### src/rtl/serial_adder_pkg.sv
// Shared definitions for the bit-serial adder: FSM state type and default operand width.
package serial_adder_pkg;

    typedef enum logic [1:0] {
        IDLE = 2'd0,
        RUN  = 2'd1,
        DONE = 2'd2
    } state_t;

    localparam int SERIAL_ADDER_W_DEF = 8;

endpackage

### src/rtl/serial_adder_full_adder.sv
// One-bit combinational full-adder cell used by the serial adder datapath.
module full_adder (
    input  logic x,
    input  logic y,
    input  logic z,
    output logic s,
    output logic c
);

    assign s = x ^ y ^ z;
    assign c = (x & y) | (z & (x ^ y));

endmodule

### src/rtl/serial_adder.sv
// Bit-serial W-bit adder, one bit per clock, LSB first.
// Optional signed-overflow output enabled by defining SERIAL_ADDER_OVF_EN.
module serial_adder
    import serial_adder_pkg::*;
#(
    parameter int W = SERIAL_ADDER_W_DEF
) (
    input  logic         clk,
    input  logic         rst,
    input  logic         start,
    input  logic [W-1:0] a,
    input  logic [W-1:0] b,
    input  logic         cin,
    output logic         busy,
    output logic         done,
    output logic [W-1:0] sum,
    output logic         cout
`ifdef SERIAL_ADDER_OVF_EN
    ,
    output logic         ovf
`endif
);

    localparam int CW = $clog2(W + 1);

    state_t         state_r;
    logic [W-1:0]   a_r;
    logic [W-1:0]   b_r;
    logic           carry_r;
    logic [CW-1:0]  cnt_r;
    logic           s_s;
    logic           c_s;

    full_adder u_full_adder (
        .x (a_r[0]),
        .y (b_r[0]),
        .z (carry_r),
        .s (s_s),
        .c (c_s)
    );

    // FSM, operand shifters, carry and counter; all outputs registered here.
    always_ff @(posedge clk) begin
        if (rst) begin
            state_r <= IDLE;
            busy    <= 1'b0;
            done    <= 1'b0;
            sum     <= {W{1'b0}};
            cout    <= 1'b0;
            a_r     <= {W{1'b0}};
            b_r     <= {W{1'b0}};
            carry_r <= 1'b0;
            cnt_r   <= {CW{1'b0}};
`ifdef SERIAL_ADDER_OVF_EN
            ovf     <= 1'b0;
`endif
        end else begin
            case (state_r)
                IDLE, DONE: begin
                    done <= 1'b0;
                    if (start) begin
                        state_r <= RUN;
                        busy    <= 1'b1;
                        a_r     <= a;
                        b_r     <= b;
                        carry_r <= cin;
                        cnt_r   <= {CW{1'b0}};
                    end else begin
                        state_r <= IDLE;
                    end
                end
                RUN: begin
                    sum     <= {s_s, sum[W-1:1]};
                    a_r     <= {1'b0, a_r[W-1:1]};
                    b_r     <= {1'b0, b_r[W-1:1]};
                    carry_r <= c_s;
                    cnt_r   <= cnt_r + CW'(1);
                    // On the MSB cycle carry_r is the carry into bit W-1.
                    if (cnt_r == CW'(W - 1)) begin
                        state_r <= DONE;
                        busy    <= 1'b0;
                        done    <= 1'b1;
                        cout    <= c_s;
`ifdef SERIAL_ADDER_OVF_EN
                        ovf     <= carry_r ^ c_s;
`endif
                    end
                end
                default: begin
                    state_r <= IDLE;
                    busy    <= 1'b0;
                    done    <= 1'b0;
                end
            endcase
        end
    end

endmodule

### config.mk
export PLATFORM = sky130hd
export DESIGN_NAME = serial_adder
export DESIGN_NICKNAME = d
export VERILOG_FILES = /design/src/rtl/serial_adder_pkg.sv /design/src/rtl/serial_adder_full_adder.sv /design/src/rtl/serial_adder.sv
export SDC_FILE = /design/constraint.sdc
export NUM_CORES = 1
export LEC_CHECK = 0
export CAP_MARGIN = 20
export CORE_MARGIN = 2
export CORE_UTILIZATION = 32
export CTS_CLUSTER_DIAMETER = 100
export DETAILED_ROUTE_END_ITERATION = 10
export GPL_TIMING_DRIVEN = 1
export PLACE_DENSITY_LB_ADDON = 0.08
export RECOVER_POWER = 50
export SLEW_MARGIN = 20
export SYNTH_ARGS = -nofsm -noshare
export SYNTH_HDL_FRONTEND = slang
export SYNTH_HIERARCHICAL = 1
export SYNTH_SLANG_ARGS = --single-unit
### constraint.sdc
create_clock -name clk -period 1.5 [get_ports clk]
set_input_delay 0.15 -clock clk [delete_from_list [all_inputs] [get_ports clk]]
set_output_delay 0.15 -clock clk [all_outputs]
set_load 0.03 [all_outputs]
== Yosys cells after proc, flatten, opt, wreduce, memory -nomap -nowiden ==
Cells that the tools add are included.
Word-level totals
  bits in registers: 34
  latch bits: 0
  RAM bits: 0
  memory bits (read-only): 0
  input bits: 20
  output and inout port bits: 11
  memories: 0
Cells by class
  add/subtract/negate cells: 1
  $mul: 0
  divide/modulo/power cells: 0
  $lt $le $gt $ge: 0
  equal/unequal tests: 5
  shifts and indexed selects: 0
  multiplexer cells: 14
  bitwise operators: 6
  reduce and logical (&&, ||, !) cells: 7
Operators by type and width (number)
  $pmux W8 S2: 2
  $mux W8: 2
  $pmux W4 S2: 1
  $reduce_and A2 Y1: 3
  $add A4 B1 Y4 const B: 1
  $eq A4 B3 Y1 const B: 1
  $mux W1: 4
  $mux W4: 1
  $ne A2 B2 Y1 const B: 2
  $pmux W1 S2: 2
  $pmux W2 S2: 1
  $reduce_or A2 Y1: 2
  $and A1 B1 Y1: 2
  $eq A2 B1 Y1 const B: 1
  $eq A2 B2 Y1 const B: 1
  $logic_not A2 Y1: 1
  $mux W2: 1
  $reduce_bool A2 Y1: 1
  $xor A1 B1 Y1: 2
  $not A1 Y1: 1
  $or A1 B1 Y1: 1

== Depth between registers and ports, before layout ==
Gate-level depths: netlist (run 1).
  depth after elaboration: 4
  depth in mapped cells: 5
  gate-level depth less buffers: 4

== Cells and area by module ==
The synthesis (run 1) kept the hierarchy.
By module, submodules not included
  serial_adder: times used 1, cells each 154, area each 1331.3 um^2, sequential area each 680.7 um^2
  full_adder: times used 1, cells each 1, area each 20.0 um^2, sequential area each 0.0 um^2

== Worst setup path after synthesis (run 1) ==
Ideal clock, no wire load.
  kind: reg2reg
  start point: register cnt_r[0]
  end point: register cout
  arrival: 1.077 ns
  path slack: 0.352 ns
  cell stages (with the launch flop): 5
  buffers on the path: 0
  clock period less this slack: 1.148 ns
  cell sequence: dfxtp_1 > ha_1 > nand3b_1 > or3_1 > a21oi_1
Between the ends
  word-level cells in the longest chain between the ends: 2
Ends and longest elaborated chain
  start: declaration: line serial_adder.sv:30  | logic [CW-1:0] cnt_r;
  start signal: assignment: line serial_adder.sv:53  | cnt_r <= {CW{1'b0}};
  start signal: assignment: line serial_adder.sv:67  | cnt_r <= {CW{1'b0}};
  start signal: assignment: line serial_adder.sv:77  | cnt_r <= cnt_r + CW'(1);
  $eq A4 B3 Y1: line serial_adder.sv:79  | if (cnt_r == CW'(W - 1)) begin
  $reduce_and A2 Y1 (no line)
  end signal: assignment: line serial_adder.sv:83  | cout <= c_s;
  end: declaration: line serial_adder.sv:17  | output logic cout
Every way passes these cells.
A chain may end at the register's enable or synchronous reset.

== Final worst setup path (run 1) ==
  start point: register cout
  end point: output port cout
No word-level cell between the ends.

==> results of run 1 <==
==> cells in the mapped netlist <==
master / instances / area, µm²
dfxtp_1: 34 / 681
a21oi_1: 30 / 150
nand2_1: 19 / 71.3
nand3_1: 19 / 95.1
a22oi_1: 15 / 113
clkbuf_1: 7 / 26.3
buf_2: 4 / 20.0
nand2b_1: 4 / 25.0
a211oi_1: 3 / 22.5
buf_4: 3 / 22.5
nor2_1: 3 / 11.3
inv_1: 2 / 7.51
mux2_1: 2 / 22.5
and2b_1: 1 / 7.51
fa_1: 1 / 20.0
ha_1: 1 / 12.5
nand3b_1: 1 / 7.51
nand4_1: 1 / 6.26
nor2b_1: 1 / 6.26
nor3_1: 1 / 5.00
nor3b_1: 1 / 7.51
o21ai_0: 1 / 5.00
or3_1: 1 / 6.26
==> per-stage QoR <==
step	std cells	total power (W)
floorplan	155	0.00113
CTS	238	0.00206
global route	238	0.00214
finish	238	0.00203
detailed placement	230	0.00124
global placement	230	0.00124
==> logic make-up (layout without fill, tap and decap cells) <==
| group | Yosys count | in the layout | synth area share, % |
|---|---|---|---|
| and+or+nand+nor | 52 | 52 | 18.4 |
| AOI/OAI and AO/OA | 49 | 49 | 21.5 |
| DFF | 34 | 34 | 50.4 |
| muxes | 2 | 2 | 1.67 |
| buffers and inverters | 16 | 49 | 5.65 |
| adders and majority gates | 2 | 2 | 2.41 |
==> per-layer routing <==
layer  vias up  share of wire, %  wire length [µm]
li1        609                 -                 -
met1       564                45              1390
met2        31                47              1450
met3         6               6.1               186
met4         0               1.4                44
met5         -                 0                 0
==> layout make-up <==
type / instances / area share (%)
flip-flops and latches: 34 / 38.5
multi-input cells: 105 / 33.6
repair buffers: 39 / 17.8
clock buffers: 5 / 3.89
well taps: 50 / 3.54
clock inverters: 3 / 2.26
inverters: 2 / 0.424
==> how the worst max path moves through the flow <==
stage | from | end | slack, ns | depth (start not counted)
global placement | start | busy$_SDFFE_PP0P_ | 0.05 | 5
global route | sum[0]$_SDFFE_PP0P_ | sum[0] | 0.002 | 1
floorplan | cnt_r[0]$_SDFFE_PP0P_ | cout$_SDFFE_PP0P_ | 0.35 | 4
detailed placement | start | busy$_SDFFE_PP0P_ | 0.02 | 5
finish | cout$_SDFFE_PP0P_ | cout | 0.06 | 1
CTS | sum[7]$_SDFFE_PP0P_ | sum[7] | 0.02 | 1
==> registers in the layout, indices dropped and copies added (netlist names) <==
name	count
cnt_r	4
cout	1
busy	1
a_r	8
state_r	2
b_r	8
sum	8
carry_r	1
done	1
==> power by group <==
part           leakage [nW]  internal (W)  switching (W)
registers             0.277      0.000945      0.0000253
clock network        0.0579      0.000489       0.000327
logic                 0.292      0.000111       0.000132
==> repair_timing <==
action,4_1_cts,5_1_grt
setup endpoints to repair,0,8
hold endpoints to repair,0,0
resized for setup,0,8
==> key figures, run 1 <==
Final layout
  – Filler instances: approximately 400
  – Most common cell after layout, fill and taps aside: dfxtp_1
  – Reg area: 681 µm²
  – Synthesis-to-finish area growth: 30.9%
  – Share of layout cells above drive strength 1: 9.04%
  – ANT cells: 0
  – Final Net Count: 209
  – Area of the multi-input gates: just under 600 µm²
  – Design area: around 1800 µm²
  – Core Util, Final: between 40% and 50%
  – Commonest cells after routing, fill and taps aside: dfxtp_1, a21oi_1, clkdlybuf4s50_1, nand2_1, nand3_1

Timing
  – Tmin final: ~1.4 ns
  – Tcrit/Tclk final: a little over nine tenths
  – Setup TNS: 0 ns
  – RSZ-0062 raised after global routing: no
  – Max frequency: 0.696 GHz
  – Hold Slack: 0.417 ns
  – Worst slew pin tran: between 0.3 and 0.4 ns
  – Final hold vios: 0
  – Final WS setup: 0.0637 ns
  – Setup clock skew after layout: 0.00435 ns
  – Slew Viols, Final: 0
  – Setup violators final: 0
  – Slew headroom: between 70% and 80%

Yosys
  – Avg Synthesized Cell Area: 8.72 µm²
  – Netlist cell types: 23
  – Seq/Total Area, Yosys: 50.4%
  – Syn Inst Count: 155
  – Cell area after synthesis: ~1400 µm²
  – #FFs+latches synth: 34
  – Syn. warnings: 6
  – Net Count, Synth: between 150 and 200

Setup path
  – R2r worst-path depth: 4
  – Critical Path Sink Type: output port
  – Worst R2R End: cout$_SDFFE_PP0P_
  – WP buf/inv: 1
  – CP top delay family: buffers and inverters
  – CP max stage cell: clkdlybuf4s50_1
  – R2r setup slk: 0.18 ns
  – WP data required: 1.35 ns
  – Arrival time worst endpoint: around 1.3 ns
  – Crit-path cells: clkdlybuf4s50_1
  – Max Fanout on Critical Path: 2
  – Worst r2r src: cnt_r[0]$_SDFFE_PP0P_
  – Kind of critical path: flip-flop to output port
  – Startpoint Class: flip-flop
  – Worst path max stage delay: 0.68 ns

Floorplan
  – Core Area: 4030 µm²
  – Die area: 4760 µm²
  – IO Pins: 31
  – Die width: ~69 µm
  – Initial Util: 33.5%
  – Rows: 23
  – Die Height: approximately 69 µm

Pwr
  – VDD IR-drop max: between 0.5 and 0.6 mV
  – Leak pwr: 0.627 nW
  – Pwr Density: ~1100 nW/µm²

Clock network
  – CTS tree: done
  – Clock tree buffer depth: 2
  – Clock transition at the registers of the reported paths: approximately 0.07 ns
  – Worst-Skew Late Latency: 0.28 ns
  – H-tree levels: 2
  – Inserted Clock Buffers: 5
  – Hold_buf cts: 0
  – Root buffer cell: clkbuf_8
  – Post-CTS Setup Bufs: 0
  – Sink Count: 34

Placed design
  – Place WS: ~0.02 ns
  – Port Buffers: 30
  – HPWL Detailed: about 2100 µm
  – Area after DPL: 1710 µm²
  – RePlAce Congestion: approximately 0.73

Global route
  – Tot GR Track Use: between 10 and 15%
  – Met3 Usage GRT: 5.03%
  – Largest net degree at the start of global routing: 24
  – GR Util met2: 24.3%
  – Vias in the first global route: 1144
  – GRT busiest layer: met2
  – Met1 usage: between 10% and 20%
  – Grt ovf: 0
  – Global-route wire length before repair: ~5000 µm
  – Initial antenna violation count: 0

Route
  – Wirelength per Cell: between 10 and 15 µm
  – Total Wirelength: 3070 µm
  – Antenna-violating nets left: 0
  – First-pass detailed-route iteration total: 4
  – Vias per cell: 5.08
  – 1st-iter DRT viols: 69
  – # DRC: 0
  – Via count: 1210

Hold path
  – Hold depth: 3
  – HP Start: b[7]
  – HP Class: input port to flip-flop
  – Hold Crit Endpoint: b_r[7]$_SDFFE_PP0P_

Run status
  – Status: finished, final reports clean

Run
  – Max-cap violations: 0
No activity file was read; power rests on OpenSTA's default activity.
==> run 2: changes to the inputs <==
Settings changed: CORE_MARGIN 2 to not set.
==> key figures, run 2 (synthesis results as in run 1) <==
Run status
  – Status: finished, final reports clean

Run
  – Max-cap violations: 0

Pwr
  – Total power: 0.00204 W
  – Pwr Density: 1150 nW/µm²
  – VDD IR-drop max: 0.556 mV
  – Leak pwr: 0.627 nW

Timing
  – Hold Slack: 0.419 ns
  – Max frequency: 0.702 GHz
  – Slew Viols, Final: 0
  – Setup clock skew after layout: 0.00485 ns
  – Tmin final: 1.42 ns
  – Setup TNS: 0 ns
  – Slew headroom: between 70% and 80%
  – Final WS setup: 0.0750 ns
  – Worst slew pin tran: 0.414 ns
  – Tcrit/Tclk final: 95.0%
  – Setup violators final: 0
  – Final hold vios: 0
  – RSZ-0062 raised after global routing: no

Final layout
  – Synthesis-to-finish area growth: 30.7%
  – Share of layout cells above drive strength 1: a little under a tenth
  – ANT cells: 0
  – Commonest cells after routing, fill and taps aside: dfxtp_1, a21oi_1, clkdlybuf4s50_1, nand2_1, nand3_1
  – Non-Filler Instances: approximately 240
  – Largest regs: a_r x8, b_r x8, sum x8
  – Most common cell after layout, fill and taps aside: dfxtp_1
  – Final Net Count: 209

Clock network
  – Inserted Clock Buffers: 5
  – CTS tree: done
  – Sink Count: 34
  – Clock tree buffer depth: 2
  – Root buffer cell: clkbuf_8
  – H-tree levels: 2
  – Clock transition at the registers of the reported paths: roughly 0.07 ns
  – Worst-Skew Late Latency: about 0.28 ns
  – Hold_buf cts: 0

Global route
  – Initial antenna violation count: 0
  – Global-route wire length before repair: 5370 µm
  – Tot GR Track Use: 16.1%
  – Grt ovf: 0
  – Vias in the first global route: 1213
  – Largest net degree at the start of global routing: 23

Floorplan
  – Rows: 23
  – Die area: 4490 µm²
  – Die Height: approximately 67 µm
  – IO Pins: 31
  – Die width: 67.0 µm
  – Core Area: roughly 4000 µm²
  – Initial Util: between 30% and 40%

Setup path
  – Setup crit end: done
  – CP top delay family: buffers and inverters
  – Kind of critical path: flip-flop to output port
  – R2r setup slk: 0.18 ns
  – Setup crit start: done$_SDFFE_PP0N_
  – Max Fanout on Critical Path: 2
  – Worst r2r src: state_r[0]$_SDFFE_PP0P_
  – Arrival time worst endpoint: 1.27 ns
  – Crit-path cells: clkdlybuf4s50_1
  – Worst path max stage delay: 0.67 ns
  – Worst R2R End: a_r[4]$_SDFFE_PP0P_
  – Number of cells on the critical path: 1
  – R2r worst-path depth: 4
  – WP buf/inv: 1
  – Critical Path Sink Type: output port
  – WP data required: ~1.4 ns
  – Startpoint Class: flip-flop
  – CP max stage cell: clkdlybuf4s50_1

Route
  – Vias per cell: 5.08
  – # DRC: 0
  – Antenna-violating nets left: 0
  – Total Wirelength: 3030 µm
  – First-pass detailed-route iteration total: 4
  – Via count: 1210
  – Wirelength per Cell: 12.7 µm
  – 1st-iter DRT viols: 57

Placed design
  – Port Buffers: 30
  – Dpl cells: 230
  – Place WS: -0.00743 ns
  – HPWL Detailed: 2010 µm
  – RePlAce Congestion: 0.735

Hold path
  – HP Class: input port to flip-flop
run 2: changes by cell type in the layout (fill, tap and decap cells not counted), sizes merged:
cell    delta
clkbuf     +1
buf        -1
run 2: layer usage:
metal	global-route usage (%)	wire, µm	vias to the layer above
met5	0	0	-
met4	7.98	20	0
met3	4.11	161	2
met2	26.5	1420	29
met1	19.1	1440	570
li1	-	-	609
run 2: what timing repair did:
action                     in CTS  in global routing
setup endpoints to repair       0                  8
setup buffers                   0                  0
gates resized for setup         0                  8
run 2: worst reg2reg max path: stages, from the launching register on:
cell and delay (ns):
dfxtp_1 0.34, and2b_1 0.21, clkbuf_2 0.27, a22oi_1 0.29
a21oi_1 0.09
run 2: cell type report:
class                   instances  area (µm²)
flip-flops and latches         34         681
well taps                      50        62.6
clock inverters                 3        40.0
repair buffers                 39         313
fillers                       420        2260
inverters                       2        7.51
multi-input cells             105         594
clock buffers                   5        68.8
run 2: how the worst min path moves through the flow:
stage,start,to,slack (ns),cells after the start
detailed placement,sum[0]$_SDFFE_PP0P_,sum[0]$_SDFFE_PP0P_,0.45,2
global placement,sum[0]$_SDFFE_PP0P_,sum[0]$_SDFFE_PP0P_,0.44,2
floorplan,a[7],a_r[7]$_SDFFE_PP0P_,0.29,2
finish,b[7],b_r[7]$_SDFFE_PP0P_,0.42,3
CTS,b[7],b_r[7]$_SDFFE_PP0P_,0.42,3
global route,b[7],b_r[7]$_SDFFE_PP0P_,0.45,3
run 2: per-stage QoR:
stage / cell area [µm²] / util, %
global route: 1770 / 43.9
CTS: 1820 / 45.2
finish: 1770 / 43.9
floorplan: 1350 / -
detailed placement: 1710 / 42.5
global placement: 1710 / 42.5
run 2: power breakdown:
part	switching, W	internal, W	total, W
combinational	0.000134	0.000112	0.000246
sequential	0.0000245	0.000945	0.000969
clock	0.000331	0.000489	0.000820
total	0.000490	0.00155	0.00204
